## src/rtl/ecc_pkg.sv

```systemverilog
// ----------------------------------------------------------------------------
// ecc_pkg
// Shared constants for the ECC point datapath: scalar and point widths,
// ALU opcodes, the encoding of the point at infinity, and the state
// encoding of the scalar-multiplication sequencer.
// A point is {inf, x[63:0], y[63:0]}; the MSB flags the point at infinity.
// ----------------------------------------------------------------------------
package ecc_pkg;

    localparam int ECC_KW      = 64;
    localparam int ECC_PW      = 129;
    localparam int ECC_INF_BIT = 128;

    localparam logic [1:0] ECC_OP_ADD = 2'd0;
    localparam logic [1:0] ECC_OP_SUB = 2'd1;
    localparam logic [1:0] ECC_OP_DBL = 2'd2;

    localparam logic [ECC_PW-1:0] ECC_PT_INF = {1'b1, {(ECC_PW-1){1'b0}}};

    typedef enum logic [2:0] {
        ST_IDLE     = 3'd0,
        ST_BIT      = 3'd1,
        ST_DBL_REQ  = 3'd2,
        ST_DBL_WAIT = 3'd3,
        ST_ADD_REQ  = 3'd4,
        ST_ADD_WAIT = 3'd5,
        ST_FIN      = 3'd6
    } state_e;

endpackage

```

## src/rtl/ecc_scalar_mul_ctrl.sv

```systemverilog
// ----------------------------------------------------------------------------
// ecc_scalar_mul_ctrl
// Computes R = k*P with left-to-right double-and-add by sequencing a shared
// ECC point ALU. The point at infinity is handled locally (bypass), so the
// ALU never sees an infinity operand. An ALU that fails to answer within
// ALU_TIMEOUT cycles aborts the run with err, returning the point at infinity.
//
// Ports
//   clk, rst_n          clock (rising edge), asynchronous active-low reset
//   start               1-cycle request, honoured only in IDLE
//   k, base_pt          scalar and base point, latched on an accepted start
//   busy                high from the cycle after accept until the run ends
//   done, err           1-cycle completion pulse; err marks an ALU timeout
//   result              k*P, held until the next accepted start
//   alu_en              1-cycle ALU start pulse
//   alu_P, alu_Q, alu_op ALU operands/opcode, stable until alu_done
//   alu_R, alu_done     ALU result and completion pulse
// ----------------------------------------------------------------------------
module ecc_scalar_mul_ctrl
    import ecc_pkg::*;
#(
    parameter int         KW          = ECC_KW,
    parameter int         PW          = ECC_PW,
    parameter logic [1:0] OP_ADD      = ECC_OP_ADD,
    parameter logic [1:0] OP_DBL      = ECC_OP_DBL,
    parameter int         ALU_TIMEOUT = 1024
) (
    input  logic          clk,
    input  logic          rst_n,
    input  logic          start,
    input  logic [KW-1:0] k,
    input  logic [PW-1:0] base_pt,
    output logic          busy,
    output logic          done,
    output logic          err,
    output logic [PW-1:0] result,
    output logic          alu_en,
    output logic [PW-1:0] alu_P,
    output logic [PW-1:0] alu_Q,
    output logic [1:0]    alu_op,
    input  logic [PW-1:0] alu_R,
    input  logic          alu_done
);

    localparam int IW  = $clog2(KW);
    localparam int CW  = $clog2(ALU_TIMEOUT + 1);
    localparam int INF = PW - 1;

    localparam logic [PW-1:0] PT_INF   = {1'b1, {(PW-1){1'b0}}};
    localparam logic [IW-1:0] IDX_TOP  = IW'(KW - 1);
    // cnt_q holds the number of wait cycles already spent after the issue
    // cycle. Deciding at ALU_TIMEOUT-2 makes the registered done/err appear
    // exactly ALU_TIMEOUT cycles after the alu_en pulse.
    localparam logic [CW-1:0] TMO_LAST = CW'(ALU_TIMEOUT - 2);

    state_e        state_q, state_d;
    logic [KW-1:0] k_q, k_d;
    logic [PW-1:0] p_q, p_d;
    logic [PW-1:0] r_q, r_d;
    logic [IW-1:0] idx_q, idx_d;
    logic [CW-1:0] cnt_q, cnt_d;
    logic          busy_q, busy_d;
    logic          done_q, done_d;
    logic          err_q, err_d;
    logic [PW-1:0] result_q, result_d;
    logic          step;
    logic          timeout;

    // ------------------------------------------------------------------
    // State register
    // ------------------------------------------------------------------
    always_ff @(posedge clk or negedge rst_n) begin
        if (!rst_n) begin
            state_q  <= ST_IDLE;
            k_q      <= '0;
            p_q      <= '0;
            r_q      <= '0;
            idx_q    <= '0;
            cnt_q    <= '0;
            busy_q   <= 1'b0;
            done_q   <= 1'b0;
            err_q    <= 1'b0;
            result_q <= '0;
        end else begin
            state_q  <= state_d;
            k_q      <= k_d;
            p_q      <= p_d;
            r_q      <= r_d;
            idx_q    <= idx_d;
            cnt_q    <= cnt_d;
            busy_q   <= busy_d;
            done_q   <= done_d;
            err_q    <= err_d;
            result_q <= result_d;
        end
    end

    // ------------------------------------------------------------------
    // Next-state logic
    // ------------------------------------------------------------------
    always_comb begin
        state_d  = state_q;
        k_d      = k_q;
        p_d      = p_q;
        r_d      = r_q;
        idx_d    = idx_q;
        cnt_d    = cnt_q;
        busy_d   = busy_q;
        done_d   = 1'b0;
        err_d    = 1'b0;
        result_d = result_q;
        step     = 1'b0;
        timeout  = 1'b0;

        case (state_q)
            ST_IDLE: begin
                if (start) begin
                    k_d     = k;
                    p_d     = base_pt;
                    r_d     = PT_INF;
                    idx_d   = IDX_TOP;
                    busy_d  = 1'b1;
                    state_d = ST_BIT;
                end
            end

            ST_BIT: begin
                // While R is still infinity, doubling is a no-op and adding P
                // is just a copy, so the ALU is skipped entirely.
                if (r_q[INF]) begin
                    if (k_q[idx_q]) begin
                        r_d = p_q;
                    end
                    step = 1'b1;
                end else begin
                    state_d = ST_DBL_REQ;
                end
            end

            ST_DBL_REQ: begin
                cnt_d   = '0;
                state_d = ST_DBL_WAIT;
            end

            ST_DBL_WAIT: begin
                if (alu_done) begin
                    r_d = alu_R;
                    if (k_q[idx_q]) begin
                        state_d = ST_ADD_REQ;
                    end else begin
                        step = 1'b1;
                    end
                end else if (cnt_q == TMO_LAST) begin
                    timeout = 1'b1;
                end else begin
                    cnt_d = cnt_q + CW'(1);
                end
            end

            ST_ADD_REQ: begin
                // The doubling may have produced infinity (order-2 point);
                // infinity + P is P without involving the ALU.
                if (r_q[INF]) begin
                    r_d  = p_q;
                    step = 1'b1;
                end else begin
                    cnt_d   = '0;
                    state_d = ST_ADD_WAIT;
                end
            end

            ST_ADD_WAIT: begin
                if (alu_done) begin
                    r_d  = alu_R;
                    step = 1'b1;
                end else if (cnt_q == TMO_LAST) begin
                    timeout = 1'b1;
                end else begin
                    cnt_d = cnt_q + CW'(1);
                end
            end

            ST_FIN: begin
                busy_d  = 1'b0;
                state_d = ST_IDLE;
            end

            default: begin
                state_d = ST_IDLE;
            end
        endcase

        // Advance to the next scalar bit, or finish after bit 0. The result
        // is captured together with done so both are valid in the FIN cycle.
        if (step) begin
            if (idx_q == '0) begin
                result_d = r_d;
                done_d   = 1'b1;
                state_d  = ST_FIN;
            end else begin
                idx_d   = idx_q - IW'(1);
                state_d = ST_BIT;
            end
        end

        if (timeout) begin
            result_d = PT_INF;
            done_d   = 1'b1;
            err_d    = 1'b1;
            state_d  = ST_FIN;
        end
    end

    // ------------------------------------------------------------------
    // Output logic
    // ------------------------------------------------------------------
    always_comb begin
        alu_en = 1'b0;
        alu_P  = '0;
        alu_Q  = '0;
        alu_op = 2'd0;

        case (state_q)
            ST_DBL_REQ, ST_DBL_WAIT: begin
                alu_en = (state_q == ST_DBL_REQ);
                alu_P  = r_q;
                alu_Q  = r_q;
                alu_op = OP_DBL;
            end
            ST_ADD_REQ, ST_ADD_WAIT: begin
                alu_en = (state_q == ST_ADD_REQ) && !r_q[INF];
                alu_P  = r_q;
                alu_Q  = p_q;
                alu_op = OP_ADD;
            end
            default: begin
                alu_en = 1'b0;
            end
        endcase
    end

    assign busy   = busy_q;
    assign done   = done_q;
    assign err    = err_q;
    assign result = result_q;

endmodule

```

## config.mk

```make
export PLATFORM = sky130hd
export DESIGN_NAME = ecc_scalar_mul_ctrl
export DESIGN_NICKNAME = d
export VERILOG_FILES = /design/src/rtl/ecc_pkg.sv /design/src/rtl/ecc_scalar_mul_ctrl.sv
export SDC_FILE = /design/constraint.sdc
export NUM_CORES = 1
export LEC_CHECK = 0
export ABC_AREA = 1
export ABC_CLOCK_PERIOD_IN_PS = 6510
export BUFFER_PORTS_ARGS = -buffer_cell sky130_fd_sc_hd__clkbuf_2
export CORE_AREA = 4 4 274 276
export DETAILED_ROUTE_END_ITERATION = 7
export DIE_AREA = 0 0 278 280
export GPL_ROUTABILITY_DRIVEN = 0
export HOLD_SLACK_MARGIN = 0.03
export SETUP_SLACK_MARGIN = 0.02
export SLEW_MARGIN = 20
export SYNTH_ARGS = -nofsm -noshare
export SYNTH_HDL_FRONTEND = slang
export SYNTH_SLANG_ARGS = --single-unit
```

## constraint.sdc

```tcl
create_clock -name clk -period 6.51 [get_ports clk]
set_clock_uncertainty 0.2 [all_clocks]
set_input_delay 0.3255 -clock clk [delete_from_list [all_inputs] [get_ports clk]]
set_output_delay 0.3255 -clock clk [all_outputs]
set_load 0.1 [all_outputs]
```

Yosys cells after proc, flatten, opt, wreduce, memory -nomap -nowiden
Index checks and enable logic that the tools add are counted.
{"block": "op_classes", "order_cmp": 1, "mux": 46, "reduce_logical": 18, "addsub": 2, "eq_ne": 17}
{"cell": "$mux W129", "n": 9}
{"cell": "$pmux W129 S4", "n": 1}
{"cell": "$pmux W129 S2", "n": 1}
{"cell": "$mux W11", "n": 3}
{"cell": "$pmux W11 S3", "n": 1}
{"cell": "$mux W3", "n": 8}
{"cell": "$mux W6", "n": 4}
{"cell": "$ne A4 B4 Y1 const B", "n": 5}
{"cell": "$pmux W3 S6", "n": 1}
{"cell": "$mux W1", "n": 13}
{"cell": "$add A11 B1 Y11 const B", "n": 1}
{"cell": "$eq A11 B10 Y1 const B", "n": 1}
{"cell": "$eq A3 B3 Y1 const B", "n": 3}
{"cell": "$ne A2 B2 Y1 const B", "n": 4}
{"cell": "$reduce_or A2 Y1", "n": 4}
{"cell": "$lt A6 B7 Y1 const B", "n": 1}
{"cell": "$bmux W1 S6", "n": 1}
{"cell": "$eq A3 B2 Y1 const B", "n": 2}
{"cell": "$logic_not A6 Y1", "n": 1}
{"cell": "$reduce_and A2 Y1", "n": 3}
{"cell": "$reduce_and A6 Y1", "n": 1}
{"cell": "$reduce_bool A2 Y1", "n": 3}
{"cell": "$sub A6 B1 Y6 const B", "n": 1}
{"cell": "$pmux W1 S2", "n": 2}
{"cell": "10 further kinds", "n": 10}
{"block": "totals", "elab_cells": 94, "output_inout_bits": 393, "inputBits": 326, "reg_bits": 474}

Depth between registers and ports, before layout
{"block": "depth", "ltp_word": 8, "depth_mapped": 22, "depth_no_buf": 20}

Least setup slack after synthesis
No wires, ideal clock.
{"block": "synth_path", "path_type": "register to register", "startpoint": "register state_q[2]", "endpoint": "register cnt_q[3]", "synth_period_minus_slack_ps": 3349, "t_arrival_ps": 3022, "t_required_ps": 6183, "setup_time_ps": 127, "path_slack_ps": 3161, "path_buffers": 0, "stages_incl_launch_ff": 12, "cell_sequence": "dfrtp_1 > inv_1 > nand3_1 > nand2_1 > nand2_1 > nand3_1 > nor2_2 > inv_1 > nor2_1 > inv_1 > o21ai_0 > a21oi_1"}
{"block": "synth_via", "elab_chain_cells": 4, "word_cells_on_any_way": 11, "cone_classes": "eq/ne (7); mux (1); reduce/logical (3)"}
{"item": "start: declaration", "line": "ecc_scalar_mul_ctrl.sv:56", "text": "state_e state_q, state_d;"}
{"item": "start signal: assignment", "line": "ecc_scalar_mul_ctrl.sv:85", "text": "state_q <= state_d;"}
{"item": "$eq A3 B3 Y1 or $eq A3 B2 Y1 (tied branches)", "line": "ecc_scalar_mul_ctrl.sv:115", "text": "case (state_q)"}
{"item": "$reduce_or A2 Y1 (no line)"}
{"item": "$ne A2 B2 Y1 (no line) or $reduce_bool A3 Y1 (tied branches)"}
{"item": "$reduce_and A4 Y1 (no line)"}
{"item": "end signal: assignment", "line": "ecc_scalar_mul_ctrl.sv:90", "text": "cnt_q <= cnt_d;"}
{"item": "end: declaration", "line": "ecc_scalar_mul_ctrl.sv:61", "text": "logic [CW-1:0] cnt_q, cnt_d;"}
Parallel ways exist; a longest one is shown, timed or not.
A chain may end at the register's enable or synchronous reset.

Worst setup path in the final report
{"block": "layout_path", "startpoint": "register idx_q[1]", "endpoint": "register result_q[76], in the netlist result[76]"}
{"block": "layout_via", "elab_chain_cells": 8, "word_cells_on_any_way": 15, "cone_classes": "mux (11); reduce/logical (4)"}
{"item": "start: declaration", "line": "ecc_scalar_mul_ctrl.sv:60", "text": "logic [IW-1:0] idx_q, idx_d;"}
{"item": "start signal: assignment", "line": "ecc_scalar_mul_ctrl.sv:89", "text": "idx_q <= idx_d;"}
{"item": "$bmux W1 S6", "line": "ecc_scalar_mul_ctrl.sv:131, ecc_scalar_mul_ctrl.sv:148"}
{"item": "$mux W1 (not written as such)", "line": "ecc_scalar_mul_ctrl.sv:131, ecc_scalar_mul_ctrl.sv:148"}
{"item": "$mux W129", "line": "ecc_scalar_mul_ctrl.sv:131", "text": "if (k_q[idx_q]) begin"}
{"item": "$mux W129", "line": "ecc_scalar_mul_ctrl.sv:130", "text": "if (r_q[INF]) begin"}
{"item": "$pmux W129 S4", "line": "ecc_scalar_mul_ctrl.sv:115"}
{"item": "$mux W129", "line": "ecc_scalar_mul_ctrl.sv:196", "text": "if (idx_q == '0) begin"}
{"item": "$mux W129", "line": "ecc_scalar_mul_ctrl.sv:195", "text": "if (step) begin"}
{"item": "$mux W129", "line": "ecc_scalar_mul_ctrl.sv:206", "text": "if (timeout) begin"}
{"item": "end signal: assignment", "line": "ecc_scalar_mul_ctrl.sv:94", "text": "result_q <= result_d;"}
{"item": "end: declaration", "line": "ecc_scalar_mul_ctrl.sv:65", "text": "logic [PW-1:0] result_q, result_d;"}
Parallel ways exist; a longest one is shown, timed or not. The select of a mux whose other input is x is not followed.

==> results.txt <==
----------------------------------------------------
[Power and ir drop]
  Peak supply drop ... 0.000431 V
  Power per cell area ... ~620 mW/mm^2
  Static leakage ... between 15 and 20 nW
  Final Power ... 22.0 mW

[Critical path]
  Max stage delay on crit path ... ~810 ps
  Most numerous cell on the critical path ... sky130_fd_sc_hd__nand2_1
  Arrival time at the worst endpoint ... approximately 5200 ps
  Critical path endpoint category ... flop
  Largest fanout on the critical path ... 72
  CP Cell Sequence ... inv_1 -> nand3_1 -> nand2_1 -> nand2_1 -> nand2_1 -> inv_1 -> nand2_1 -> nand2_1 -> nand2_1 -> inv_2 -> nand2_8 -> nand2_2 -> nand2_2 -> nand2_2 -> nand2_4 -> inv_6 -> buf_12 -> nand3_1 -> nand2_1
  Startpoint types ... flop
  Setup CP Type ... reg2reg
  Required arrival time at the worst endpoint ... around 6900 ps
  Critical-path top delay cell ... sky130_fd_sc_hd__dfrtp_1

[Cells and area]
  Util after Layout ... 48.7%
  Nets@finish ... between 4,000 and 5,000
  Fraction of final layout cells with drive strength greater than 1 ... between 20% and 30%
  Final standard cell count with taps included and fillers excluded ... 5,398
  Top library cells by usage in the layout, fill and taps aside ... sky130_fd_sc_hd__nand2_1, sky130_fd_sc_hd__clkbuf_2, sky130_fd_sc_hd__dfrtp_1, sky130_fd_sc_hd__inv_1, sky130_fd_sc_hd__nand3_1
  Area growth syn-to-layout ... 35.6%
  Most common library cell in the layout ignoring fill and taps ... sky130_fd_sc_hd__nand2_1
  Post-Layout Inst Area ... 0.0354 sq mm

[Global route]
  Pin count of the biggest net entering global routing ... about 250
  Routing usage on met2 ... between 40 and 50%
  Most crowded layer after global routing ... met2
  Met1 GRT Util ... 35.5%
  Met3 global-route usage ... slightly above 5%
  Remaining global-route overflow ... 0
  Wire length of the first global-routing pass ... roughly 170,000 um
  GRT Total Usage ... between 20% and 30%
  Number of global-route vias before repair ... about 28,000
  Antenna violations before repair ... 6

[Timing]
  Worst hold-check slack ... 161 ps
  Unrepaired setup endpoints after global routing ... false
  Portion of the clock cycle consumed by the worst path in the final layout ... approximately three quarters
  Transition time of the tightest slew-check pin ... approximately 1200 ps
  Least setup slack across all paths after layout ... 1630 ps
  # setup viols final ... 0
  Relative slew slack ... 20.2%
  Number of hold violations in the final report ... 0
  Shortest clock period the worst path allows after layout ... 4880 ps
  Number of slew-limit violations in the final report ... 0
  Sum of negative setup slack ... 0 ps
  Maximum clock frequency ... 0.205 GHz

[Placement]
  Post-detailed-placement cell area ... about 0.030 sq mm
  # port buffers ... 717
  Cell total after placement ... about 5,000
  DP HPWL ... 74,100 um
  Place WS ... between 1500 and 2000 ps

[Clocking]
  CTS tree ... built
  Hold Buf Count CTS ... ~330
  Num CTS Buffers ... between 50 and 60
  Cells resized by post-CTS repair ... 0
  Root buf cell ... sky130_fd_sc_hd__clkbuf_16
  Clock sink count ... about 470
  Number of buffers on the longest clock path ... 3
  Clock input transition at the sequential cells of the worst setup and hold paths ... 60 ps
  Post-CTS Setup Bufs ... 0
  Clock Latency Late Sink ... approximately 620 ps
  Number of H-tree levels ... 2

[Synth]
  Seq cells post-synth ... 474
  Average cell area after synthesis ... about 7.4 sq um
  Post-synthesis sequential area ratio ... about 45%
  Number of unique standard cell types used by synthesis ... 37
  Synth Net Count ... slightly below 4,000
  Synth Cell Area ... about 0.026 sq mm
  Largest area contributor in the netlist ... sky130_fd_sc_hd__dfrtp_1
  Top cells by area, synth ... sky130_fd_sc_hd__dfrtp_1, sky130_fd_sc_hd__nand2_1, sky130_fd_sc_hd__nand3_1
  Warning count from the yosys run ... 0
  Post-Synthesis Cells ... about 3,500
  Share of Yosys cell area claimed by the top area cell type ... ~45%

[Floorplanning]
  Num rows ... 99
  Y dimension of the die ... 280 um
  Chip width ... around 280 um
  Starting utilization of the core area ... between 30% and 40%
  IO Count ... between 700 and 800
  Core ar. ... 0.0726 sq mm
  Total die area ... around 0.08 sq mm

[Routing]
  Count of unresolved DRC violations after routing ... 0
  ANT nets after route ... 0
  Total wirelength of the detailed-routed design ... about 110,000 um
  Via Count ... between 20,000 and 30,000
  Detailed Routing Iterations Pass 1 ... 5
  Per-cell routed wire length ... 21.0 um
  Initial detailed-routing violation count ... roughly 2,300
  Detail-routed via count per cell ... 5.34

[Hold path]
  Worst min path class ... in2async

[Outcome]
  Status ... completed

[Run]
  Maximum capacitance violations ... 0

----------------------------------------------------
[power breakdown]
part	leakage (nW)	switching, mW	internal, mW	total (mW)
clock network	1.01	1.34	2.10	3.44
registers	5.84	0.492	4.00	4.49
logic	11.9	11.3	2.85	14.1
total	18.7	13.1	8.94	22.0
[metal layers]
metal | share of wire (%) | up-vias
met1 | 40 | 13800
met3 | 7.9 | 290
li1 | - | 13300
met4 | 4.8 | 4
met2 | 48 | 1449
met5 | 0.020 | -
[state kept, by name, indices dropped and copies added, names as in the netlist]
signal   flops
done         1
p_q        129
busy         1
result     129
err          1
idx_q        6
state_q      3
r_q        129
k_q         64
cnt_q       11
[synth_stat cells (all sizes together)]
master	count
o21ai	324
a221oi	128
or2	1
nand3b	2
o21a	2
o2111ai	1
o221ai	1
clkbuf	185
nor2	158
buf	73
xor2	3
o22ai	129
nand2	1041
inv	434
ha	4
nor3	4
o211ai	6
nor4	1
nand4	2
conb	1
nand3	394
a21oi	59
dfrtp	474
a21boi	84
[worst max-delay path: cells and delay by family (launching register included)]
kind | cells | cell delay (ps)
flops | 1 | 810
buf+inv | 5 | 1710
simple gates | 14 | 1940
[cell type report]
class / count / area [sq um]
flip-flops and latches: 474 / 11900
multi-input cells: 2345 / 11500
clock buffers: 81 / 1710
diodes: 6 / 15.0
fillers: 7007 / 37200
repair buffers: 1077 / 7160
clock inverters: 22 / 320
well taps: 959 / 1200
inverters: 434 / 1640
[logic make-up after synthesis]
family                     share of synthesized area (%)
buffers and inverters                               10.9
AOI/OAI and AO/OA                                   18.1
other                                             0.0144
adders and majority gates                          0.192
and+or+nand+nor                                     25.2
xor gates and xnor gates                           0.101
DFF                                                 45.5
[final timing paths]
| check | startpoint | to | slack (ps) | cells past startpoint |
|---|---|---|---|---|
| max in group asynchronous | rst_n | result[66]$_DFFE_PN0P_ | 4330 | 3 |
| min | rst_n | k_q[11]$_DFFE_PN0P_ | 160 | 2 |
| max | idx_q[1]$_DFF_PN0_ | result[76]$_DFFE_PN0P_ | 1630 | 19 |
| min in group clk | k[39] | k_q[39]$_DFFE_PN0P_ | 260 | 4 |
| max reg2reg | idx_q[1]$_DFF_PN0_ | result[76]$_DFFE_PN0P_ | 1630 | 19 |
| min reg2reg | k_q[36]$_DFFE_PN0P_ | k_q[36]$_DFFE_PN0P_ | 280 | 2 |
(Power assumes the default switching activity.)
